===== config.mk =====
export PLATFORM = sky130hd
export DESIGN_NAME = imem_loader_flat
export DESIGN_NICKNAME = d
export VERILOG_FILES = /design/src/rtl/imem_loader_pkg.sv /design/src/rtl/imem_loader_if.sv /design/src/rtl/imem_loader_sum.sv /design/src/rtl/imem_loader.sv /design/src/flat_wrapper.sv
export SDC_FILE = /design/constraint.sdc
export NUM_CORES = 1
export LEC_CHECK = 0
export CAP_MARGIN = 20
export CORE_ASPECT_RATIO = 1.1
export CORE_MARGIN = 4
export CORE_UTILIZATION = 25
export CTS_CLUSTER_SIZE = 12
export DETAILED_ROUTE_END_ITERATION = 8
export GPL_ROUTABILITY_DRIVEN = 0
export SETUP_SLACK_MARGIN = 0.05
export SYNTH_ARGS = -nofsm -noshare
export SYNTH_HDL_FRONTEND = slang
export SYNTH_SLANG_ARGS = --single-unit

===== constraint.sdc =====
create_clock -name clk -period 4.55 [get_ports clk]
set_input_delay 1.1375 -clock clk [delete_from_list [all_inputs] [get_ports clk]]
set_output_delay 1.1375 -clock clk [all_outputs]
set_load 0.02 [all_outputs]

===== src/rtl/imem_loader_pkg.sv =====
// Shared types and constants for the instruction-memory loader.
package imem_loader_pkg;

    typedef enum logic [2:0] {
        S_IDLE   = 3'd0,
        S_LOAD   = 3'd1,
        S_VERIFY = 3'd2,
        S_DONE   = 3'd3,
        S_ERR    = 3'd4
    } state_e;

    localparam int ADDR_STEP = 4;

    // One-hot status word driving the busy/done/err pins.
    typedef struct packed {
        logic busy;
        logic done;
        logic err;
    } status_t;

    localparam status_t STAT_IDLE = '{busy: 1'b0, done: 1'b0, err: 1'b0};
    localparam status_t STAT_BUSY = '{busy: 1'b1, done: 1'b0, err: 1'b0};
    localparam status_t STAT_DONE = '{busy: 1'b0, done: 1'b1, err: 1'b0};
    localparam status_t STAT_ERR  = '{busy: 1'b0, done: 1'b0, err: 1'b1};

endpackage


===== src/rtl/imem_loader_if.sv =====
// Word-stream and instruction-memory bus of the loader; master is the loader side.
interface imem_loader_if #(
    parameter int DATA_W = 32,
    parameter int ADDR_W = 32
) ();
    logic              s_valid;
    logic [DATA_W-1:0] s_data;
    logic              s_ready;
    logic              imem_we;
    logic              imem_re;
    logic [ADDR_W-1:0] imem_addr;
    logic [DATA_W-1:0] imem_wdata;
    logic [DATA_W-1:0] imem_rdata;

    modport master (
        input  s_valid, s_data, imem_rdata,
        output s_ready, imem_we, imem_re, imem_addr, imem_wdata
    );

    modport slave (
        output s_valid, s_data, imem_rdata,
        input  s_ready, imem_we, imem_re, imem_addr, imem_wdata
    );
endinterface


===== src/rtl/imem_loader_sum.sv =====
// Clearable modulo-2^DATA_W accumulator; clear has priority over accumulate.
module imem_loader_sum #(
    parameter int DATA_W = 32
) (
    input  logic              clk,
    input  logic              rst,
    input  logic              clr,
    input  logic              en,
    input  logic [DATA_W-1:0] din,
    output logic [DATA_W-1:0] sum
);

    logic [DATA_W-1:0] sum_r;

    // Running sum register, wraps naturally at DATA_W bits.
    always_ff @(posedge clk or negedge rst) begin
        if (!rst) begin
            sum_r <= {DATA_W{1'b0}};
        end else if (clr) begin
            sum_r <= {DATA_W{1'b0}};
        end else if (en) begin
            sum_r <= sum_r + din;
        end
    end

    assign sum = sum_r;

endmodule


===== src/rtl/imem_loader.sv =====
// Streams a program into instruction memory, reads it back, checks the sum,
// and releases the CPU only after a verified load.
module imem_loader
    import imem_loader_pkg::*;
#(
    parameter int DATA_W = 32,
    parameter int ADDR_W = 32,
    parameter int DEPTH  = 256,
    parameter int CNT_W  = $clog2(DEPTH + 1)
) (
    input  logic              clk,
    input  logic              rst,
    input  logic              start,
    input  logic              abort,
    input  logic [ADDR_W-1:0] base_addr,
    input  logic [CNT_W-1:0]  count,
    imem_loader_if.master     bus,
    output logic              cpu_hold,
    output logic              busy,
    output logic              done,
    output logic              err,
    output logic [DATA_W-1:0] checksum
);

    state_e            state_r;
    status_t           status_r;
    logic [ADDR_W-1:0] base_r;
    logic [ADDR_W-1:0] addr_r;
    logic [CNT_W-1:0]  cnt_r;
    logic [CNT_W-1:0]  idx_r;
    logic              s_ready_r;
    logic              we_r;
    logic              re_r;
    logic              re_last_r;
    logic              rd_pend_r;
    logic              rd_last_r;
    logic [ADDR_W-1:0] imem_addr_r;
    logic [DATA_W-1:0] wdata_r;
    logic              hold_r;
    logic [DATA_W-1:0] checksum_r;

    logic              start_acc_s;
    logic              hs_s;
    logic              rd_acc_s;
    logic [ADDR_W:0]   range_end_s;
    logic              range_bad_s;
    logic [DATA_W-1:0] wsum_s;
    logic [DATA_W-1:0] rsum_s;
    logic [DATA_W-1:0] rsum_final_s;

    assign start_acc_s  = start && ((state_r == S_IDLE) || (state_r == S_DONE) || (state_r == S_ERR));
    assign hs_s         = (state_r == S_LOAD) && s_ready_r && bus.s_valid && !abort;
    assign rd_acc_s     = (state_r == S_VERIFY) && rd_pend_r;
    // One extra bit so the word-index end cannot overflow before the compare.
    assign range_end_s  = (ADDR_W+1)'(base_addr >> 2) + (ADDR_W+1)'(count);
    assign range_bad_s  = range_end_s > (ADDR_W+1)'(DEPTH);
    assign rsum_final_s = rsum_s + bus.imem_rdata;

    imem_loader_sum #(.DATA_W(DATA_W)) u_wsum (
        .clk (clk),
        .rst (rst),
        .clr (start_acc_s),
        .en  (hs_s),
        .din (bus.s_data),
        .sum (wsum_s)
    );

    imem_loader_sum #(.DATA_W(DATA_W)) u_rsum (
        .clk (clk),
        .rst (rst),
        .clr (start_acc_s),
        .en  (rd_acc_s),
        .din (bus.imem_rdata),
        .sum (rsum_s)
    );

    // Load/verify sequencer with all outputs registered.
    always_ff @(posedge clk or negedge rst) begin
        if (!rst) begin
            state_r     <= S_IDLE;
            status_r    <= STAT_IDLE;
            base_r      <= {ADDR_W{1'b0}};
            addr_r      <= {ADDR_W{1'b0}};
            cnt_r       <= {CNT_W{1'b0}};
            idx_r       <= {CNT_W{1'b0}};
            s_ready_r   <= 1'b0;
            we_r        <= 1'b0;
            re_r        <= 1'b0;
            re_last_r   <= 1'b0;
            rd_pend_r   <= 1'b0;
            rd_last_r   <= 1'b0;
            imem_addr_r <= {ADDR_W{1'b0}};
            wdata_r     <= {DATA_W{1'b0}};
            hold_r      <= 1'b1;
            checksum_r  <= {DATA_W{1'b0}};
        end else begin
            we_r      <= 1'b0;
            re_r      <= 1'b0;
            re_last_r <= 1'b0;
            // Read data returns one cycle after the strobe; track it alongside.
            rd_pend_r <= re_r;
            rd_last_r <= re_last_r;
            case (state_r)
                S_IDLE, S_DONE, S_ERR: begin
                    if (start) begin
                        base_r <= {base_addr[ADDR_W-1:2], 2'b00};
                        addr_r <= {base_addr[ADDR_W-1:2], 2'b00};
                        cnt_r  <= count;
                        idx_r  <= {CNT_W{1'b0}};
                        hold_r <= 1'b1;
                        if (range_bad_s) begin
                            state_r  <= S_ERR;
                            status_r <= STAT_ERR;
                        end else if (count == CNT_W'(0)) begin
                            state_r    <= S_DONE;
                            status_r   <= STAT_DONE;
                            hold_r     <= 1'b0;
                            checksum_r <= {DATA_W{1'b0}};
                        end else begin
                            state_r   <= S_LOAD;
                            status_r  <= STAT_BUSY;
                            s_ready_r <= 1'b1;
                        end
                    end
                end
                S_LOAD: begin
                    if (abort) begin
                        state_r   <= S_IDLE;
                        status_r  <= STAT_IDLE;
                        s_ready_r <= 1'b0;
                        hold_r    <= 1'b1;
                    end else if (hs_s) begin
                        we_r        <= 1'b1;
                        imem_addr_r <= addr_r;
                        wdata_r     <= bus.s_data;
                        addr_r      <= addr_r + ADDR_W'(ADDR_STEP);
                        idx_r       <= idx_r + CNT_W'(1);
                        if (idx_r == cnt_r - CNT_W'(1)) begin
                            state_r   <= S_VERIFY;
                            s_ready_r <= 1'b0;
                            idx_r     <= {CNT_W{1'b0}};
                            addr_r    <= base_r;
                        end
                    end
                end
                S_VERIFY: begin
                    if (abort) begin
                        state_r  <= S_IDLE;
                        status_r <= STAT_IDLE;
                        hold_r   <= 1'b1;
                    end else begin
                        // Reads start one cycle in, after the final write has landed.
                        if (idx_r != cnt_r) begin
                            re_r        <= 1'b1;
                            re_last_r   <= (idx_r == cnt_r - CNT_W'(1));
                            imem_addr_r <= addr_r;
                            addr_r      <= addr_r + ADDR_W'(ADDR_STEP);
                            idx_r       <= idx_r + CNT_W'(1);
                        end
                        if (rd_pend_r && rd_last_r) begin
                            if (rsum_final_s == wsum_s) begin
                                state_r    <= S_DONE;
                                status_r   <= STAT_DONE;
                                hold_r     <= 1'b0;
                                checksum_r <= wsum_s;
                            end else begin
                                state_r  <= S_ERR;
                                status_r <= STAT_ERR;
                                hold_r   <= 1'b1;
                            end
                        end
                    end
                end
                default: begin
                    state_r   <= S_IDLE;
                    status_r  <= STAT_IDLE;
                    s_ready_r <= 1'b0;
                    hold_r    <= 1'b1;
                end
            endcase
        end
    end

    assign bus.s_ready    = s_ready_r;
    assign bus.imem_we    = we_r;
    assign bus.imem_re    = re_r;
    assign bus.imem_addr  = imem_addr_r;
    assign bus.imem_wdata = wdata_r;
    assign cpu_hold       = hold_r;
    assign busy           = status_r.busy;
    assign done           = status_r.done;
    assign err            = status_r.err;
    assign checksum       = checksum_r;

endmodule


===== src/flat_wrapper.sv =====
// flat-port wrapper written by rule: the top's interface ports become plain ports
module imem_loader_flat import imem_loader_pkg::*;
#(
    parameter int DATA_W = 32,
    parameter int ADDR_W = 32,
    parameter int DEPTH  = 256,
    parameter int CNT_W  = $clog2(DEPTH + 1)
)
  (clk, rst, start, abort, base_addr, count, cpu_hold, busy, done, err, checksum, bus_s_valid, bus_s_data, bus_imem_rdata, bus_s_ready, bus_imem_we, bus_imem_re, bus_imem_addr, bus_imem_wdata);
  imem_loader_if #(.DATA_W(DATA_W), .ADDR_W(ADDR_W)) bus_i ();
  input  logic clk;
  input  logic rst;
  input  logic start;
  input  logic abort;
  input  logic [ADDR_W-1:0] base_addr;
  input  logic [CNT_W-1:0] count;
  output logic cpu_hold;
  output logic busy;
  output logic done;
  output logic err;
  output logic [DATA_W-1:0] checksum;
  input wire logic [$bits(bus_i.s_valid)-1:0] bus_s_valid;
  input wire logic [$bits(bus_i.s_data)-1:0] bus_s_data;
  input wire logic [$bits(bus_i.imem_rdata)-1:0] bus_imem_rdata;
  output wire logic [$bits(bus_i.s_ready)-1:0] bus_s_ready;
  output wire logic [$bits(bus_i.imem_we)-1:0] bus_imem_we;
  output wire logic [$bits(bus_i.imem_re)-1:0] bus_imem_re;
  output wire logic [$bits(bus_i.imem_addr)-1:0] bus_imem_addr;
  output wire logic [$bits(bus_i.imem_wdata)-1:0] bus_imem_wdata;
  assign bus_i.s_valid = bus_s_valid;
  assign bus_i.s_data = bus_s_data;
  assign bus_i.imem_rdata = bus_imem_rdata;
  assign bus_s_ready = bus_i.s_ready;
  assign bus_imem_we = bus_i.imem_we;
  assign bus_imem_re = bus_i.imem_re;
  assign bus_imem_addr = bus_i.imem_addr;
  assign bus_imem_wdata = bus_i.imem_wdata;
  imem_loader #(.DATA_W(DATA_W), .ADDR_W(ADDR_W), .DEPTH(DEPTH), .CNT_W(CNT_W)) u_core (.clk(clk), .rst(rst), .start(start), .abort(abort), .base_addr(base_addr), .count(count), .bus(bus_i), .cpu_hold(cpu_hold), .busy(busy), .done(done), .err(err), .checksum(checksum));
endmodule

; Word level (Yosys, flattened, before mapping)
; Cells that the tools add are included.
[classes]
add_sub_neg = 6
n_mul = 0
n_div = 0
n_lt_le_gt_ge = 1
n_eq_ne = 21
n_shift = 0
n_mux = 72
bitwise_logic = 2
n_reduce_logical = 25
[ops]
columns = operator, n
row1 = 32-bit 2-to-1 mux, 20
row2 = 32-bit case mux with 2 select lines, 2
row3 = 32-bit case mux with 3 select lines, 1
row4 = 32-bit adder, 2
row5 = 9-bit 2-to-1 mux, 6
row6 = 3-bit 2-to-1 mux, 14
row7 = 33-bit by 9-bit > comparator with 1-bit output (second input constant), 1
row8 = 32-bit by 3-bit adder with 32-bit output (second input constant), 1
row9 = 32-bit == test, 1
row10 = 30-bit by 9-bit adder with 31-bit output, 1
row11 = 9-bit case mux with 3 select lines, 1
row12 = 1-bit 2-to-1 mux, 22
row13 = 2-bit != test (second input constant), 9
row14 = 3-bit case mux with 3 select lines, 2
row15 = 6-bit AND reduction, 2
row16 = 9-bit by 1-bit adder with 9-bit output (second input constant), 1
row17 = 9-bit == test, 1
row18 = 9-bit logical NOT, 1
row19 = 9-bit != test, 1
row20 = 9-bit by 1-bit subtractor with 9-bit output (second input constant), 1
row21 = 2-bit nonzero test, 4
row22 = 7-bit AND reduction, 1
row23 = 3-bit by 2-bit == test with 1-bit output (second input constant), 2
row24 = 1-bit logical AND, 6
row25 = 17 further kinds, 24
[totals]
regBits = 253
latchBits = 0
mem_bits_rw = 0
rom_bits = 0
in_bits = 110
out_inout_bits = 103
elab_cells = 147
n_memories = 0

; Depth between registers and ports, before layout
[depth]
depth_word = 7
depth_mapped = 17
ltp_nobuf = 15

; Hierarchy
; A second synthesis with hierarchy kept.
[unflattened]
hier_cells = 2095
hier_area_um2 = 18680.4
[modules_own_cells]
columns = module, instances, cells_each, area_each_um2, seq_area_each_um2
row1 = imem_loader, 1, 1404, 12743.5, 4630.7
row2 = imem_loader_sum (u_core.u_wsum), 1, 345, 2987.9, 800.8
row3 = imem_loader_sum (u_core.u_rsum), 1, 346, 2949.1, 800.8

; Worst setup path before layout
; Ideal clock, no wire load.
[synth_path]
kind = input port to flip-flop
from = input bus_imem_rdata[0]
to = register u_core.checksum_r[17] (netlist: u_core.checksum[17])
setup_time_ns = 0.121
arrival_time_ns = 4.975
t_required_ns = 4.429
path_slack_ns = -0.546
stages = 17
n_path_buf = 2
cell_sequence = ha_1 -> inv_1 -> fa_1 -> xor2_1 -> xor2_1 -> or3b_1 -> or4_4 -> nor3_2 -> nand4_1 -> or4b_1 -> nor4_1 -> nand4_1 -> nand4bb_4 -> a211o_1 -> buf_6 -> buf_8 -> a22o_1
[synth_between]
elab_chain_cells = 4
[synth_rtl]
columns = item, line_no
row1 = start: declaration, flat_wrapper.sv:24  ; input wire logic [$bits(bus_i.imem_rdata)-1:0] bus_imem_rdata;
row2 = 32-bit adder, imem_loader.sv:57  ; assign rsum_final_s = rsum_s + bus.imem_rdata;
row3 = 32-bit == test, imem_loader.sv:161  ; if (rsum_final_s == wsum_s) begin
row4 = 2-bit != test (no source line), --
row5 = 7-bit AND reduction (no source line), --
row6 = end signal: assignment, imem_loader.sv:95  ; checksum_r <= {DATA_W{1'b0}};
row7 = end signal: assignment, imem_loader.sv:118  ; checksum_r <= {DATA_W{1'b0}};
row8 = end signal: assignment, imem_loader.sv:165  ; checksum_r <= wsum_s;
row9 = end: declaration, imem_loader.sv:40  ; logic [DATA_W-1:0] checksum_r;
; No other way between the ends.
; A chain may end at the register's enable or synchronous reset.

; Final worst setup path
[layout_path]
from = input bus_imem_rdata[0]
to = register u_core.checksum_r[23] (netlist: u_core.checksum[23])
; The elaborated chain is that of the path after synthesis.

==> results by group <==
CTS
  – Clk sinks: 249
  – Clk buf depth: 3
  – CTS HTree Levels: 1
  – Reg clk slew, reported paths: 60 ps
  – Clock root buffer: clkbuf_16
  – Clock Latency Late Sink: 590 ps
  – Number of CTS-inserted buffers: 31
  – CTS tree: built

Timing
  – Tmin final: 4660 ps
  – Worst setup margin: -109.8 ps
  – Final number of hold-violating endpoints: 0
  – Worst Tran Pin Value: 1082 ps
  – Final-report setup violation count: 32
  – RSZ-0062 raised after global routing: yes
  – Clock Skew: 15.30 ps
  – Sum of negative setup slack: -2882 ps
  – Slew Viols, Final: 0
  – Fmax: 0.2146 GHz
  – Hold slack: 345.4 ps
  – Final Cycle Share: 102.4%
  – Slew HR: 27.89%

Layout
  – Fraction of layout cells with a size suffix above 1: 21.40%
  – Commonest non-fill, non-tap cells in the layout: buf_4 (272), dfrtp_1 (248), nand2_1 (218)
  – N_diodes: 0
  – Reg area: 0.006232 sq mm
  – Post-route core utilization: 35.47%
  – Multi-input gate area: 0.009313 sq mm
  – Fillers: 6,275
  – Layout area overhead: 40.88%
  – Nets: 2,345
  – Cell area after layout: 0.02211 sq mm
  – Most common cell after layout, fill and taps aside: buf_4
  – Non-Filler Instances: 3,015

Drt
  – # DRC: 0
  – Vias: 15.00k
  – Drt wl/cell: 18.01 um
  – Post-route ant nets: 0
  – DR iter-0 viols: 1,011
  – WL final: 54,290 um
  – Pre-antenna DRT Iters: 5
  – Number of vias per cell: 4.976

Outcome
  – Failing checks: setup timing
  – Outcome: finished with violations

Logic synthesis
  – Register area share after synthesis: 39.71%
  – Post-synth top area cell: dfrtp_1
  – Yosys warnings: 0
  – Netlist area before placement: 0.01570 sq mm
  – Post-synth cell types: 83
  – Post-Syn Area per Cell: 9.109 sq um
  – Synth Flop Type: dfrtp_1
  – Post-synthesis sequential element count: 249
  – Share of the synthesized area in the top cell type: 39.54%
  – Ys async rst share: 100.0%
  – Post-Synthesis Cells: 1,723
  – Post-synth EDFFs: 0
  – Synth top area cells: dfrtp_1 (40%), ha_1 (5.9%), nand2_1 (5.3%)

Floorplanning
  – IO Pins: 213
  – DIE AREA: 0.06686 sq mm
  – Die width: 246.9 um
  – Site Rows: 96
  – Core area: 0.06234 sq mm
  – Starting Density: 25.18%
  – Die H: 270.8 um

Critical path
  – Crit path required time: 5020 ps
  – Crit path launch type: input pin
  – Worst path bufs/invs: 3
  – CP Capture Type: flop
  – Crit path max-delay cell type: fa_2
  – Kind of cell adding the most delay to the critical path: simple AND/OR/NAND/NOR gates
  – Reg-to-reg critical path startpoint: u_core.u_rsum.sum[0]$_DFFE_PN0P_
  – Most used cell, CP: nand4_1
  – Crit path DAT: 5130 ps
  – Worst-path fanout max: 8
  – CP max stage delay: 570 ps
  – CP Launch Point: bus_imem_rdata[0]
  – CP Class: in2reg
  – CP cell instances: buf_6, ha_4, inv_2, fa_2, xor2_1, o211ai_1, or3b_1, or4_4, nor3_4, nand4_1, or4b_4, nor4_4, nand4_1, nand4bb_4, a211o_4, clkbuf_16, a22o_1

Min path
  – Worst hold path class: reg2reg
  – Hold Startpoint: u_core.re_last_r$_DFF_PN0_

Place
  – Post-DP Area: 0.02044 sq mm
  – DP HPWL: 40,530 um
  – Number of buffers added on ports: 208
  – Setup WS pre-CTS: -1263 ps
  – Post-placement cell count: 2,934

Global route
  – Largest net degree at the start of global routing: 97
  – Vias in the first global route: 15.09k
  – Total GRT Usage: 15.66%
  – First-pass GRT wire length: 84,560 um
  – Grt total ovfl: 0
  – Initial antenna violation count: 2

Pwr
  – Pwr Total: 8.655 mW
  – Power per cell area: 391.4 mW/mm^2
  – Static leakage power: 9.754 nW
  – Worst vdd ir: 0.3052 mV

Run
  – Max capacitance violation total: 0
-- report_power, final --
| group | internal (mW) | total [mW] | switching (mW) |
|---|---|---|---|
| registers | 2.66 | 3.07 | 0.408 |
| clock network | 1.55 | 2.58 | 1.03 |
| logic | 1.49 | 3.00 | 1.52 |
-- repair_timing --
action                                  4_1_cts  5_1_grt
resized for setup                            38       38
cloned                                        3        2
hold buffers                                  0        0
pin swaps                                    21       28
setup buffers                                20        5
endpoints found under the setup margin       38       38
hold endpoints to repair                      0        0
-- synth_stat cells (all sizes together) (18+ instances only) --
| cell type | count |
|---|---|
| a211oi | 18 |
| a21o | 21 |
| a21oi | 96 |
| a221oi | 24 |
| a22o | 38 |
| and2 | 20 |
| and3 | 21 |
| clkbuf | 71 |
| dfrtp | 248 |
| ha | 74 |
| inv | 34 |
| mux2 | 68 |
| nand2 | 222 |
| nand2b | 23 |
| nand3 | 95 |
| nand4 | 28 |
| nor2 | 95 |
| nor3 | 29 |
| o21a | 18 |
| o21ai | 160 |
| xnor2 | 48 |
| xor2 | 52 |
-- worst reg2reg max path: cells and delay by family, from the launching register on --
kind / cells / cell delay (ps)
flip-flops: 1 / 390
AO/OA/AOI/OAI: 3 / 770
XOR/XNOR: 1 / 140
buffers and inverters: 2 / 250
AND/OR/NAND/NOR: 8 / 2050
adder cells (fa/ha/maj): 2 / 720
-- layer usage --
metal  global-route usage, %  vias to the layer above  part of all wire [%]
met3                   3.568                      109                   6.8
met4                   5.256                        4                   3.8
met1                   19.77                     7228                    42
li1                        -                     7207                     -
met5                       0                        -                 0.050
met2                   26.34                      456                    48
-- cell type report --
cell class              instances  area share (%)
flip-flops and latches        249           28.19
well taps                     833           4.714
inverters                      34          0.5772
clock buffers                  41           3.904
clock inverters                16          0.8941
multi-input cells            1353           42.12
repair buffers                489           19.61
-- logic make-up after synthesis --
group,after synthesis,share of synthesized area [%]
AND/OR/NAND/NOR,594,18.18
AO/OA/AOI/OAI,501,20.89
flip-flops,249,39.71
buffers and inverters,122,3.261
XOR/XNOR,106,6.457
adder cells (fa/ha/maj),77,6.282
multiplexers,73,5.198
other,1,0.02389
-- path summary, 6_finish.rpt --
kind | slack, ps | depth (start not counted) | endpoint
worst min register to register | 350 | 0 | u_core.rd_last_r$_DFF_PN0_
worst max-delay path | -110 | 17 | u_core.checksum[23]$_DFFE_PN0P_
max in group asynchronous | 2810 | 2 | u_core.bus.imem_wdata[3]$_DFFE_PN0P_
worst max register to register | 100 | 16 | u_core.checksum[23]$_DFFE_PN0P_
worst min-delay path | 350 | 0 | u_core.rd_last_r$_DFF_PN0_
min in group asynchronous | 570 | 1 | u_core.base_r[6]$_DFFE_PN0P_
-- registers in the layout, indices dropped and copies added (netlist names), 3 cells and up --
signal / cells
u_core.checksum: 32
u_core.state_r: 3
u_core.idx_r: 9
u_core.bus.imem_addr: 30
u_core.addr_r: 30
u_core.u_wsum.sum: 32
u_core.u_rsum.sum: 32
u_core.bus.imem_wdata: 32
u_core.cnt_r: 9
u_core.base_r: 30
(Power assumes the default switching activity.)
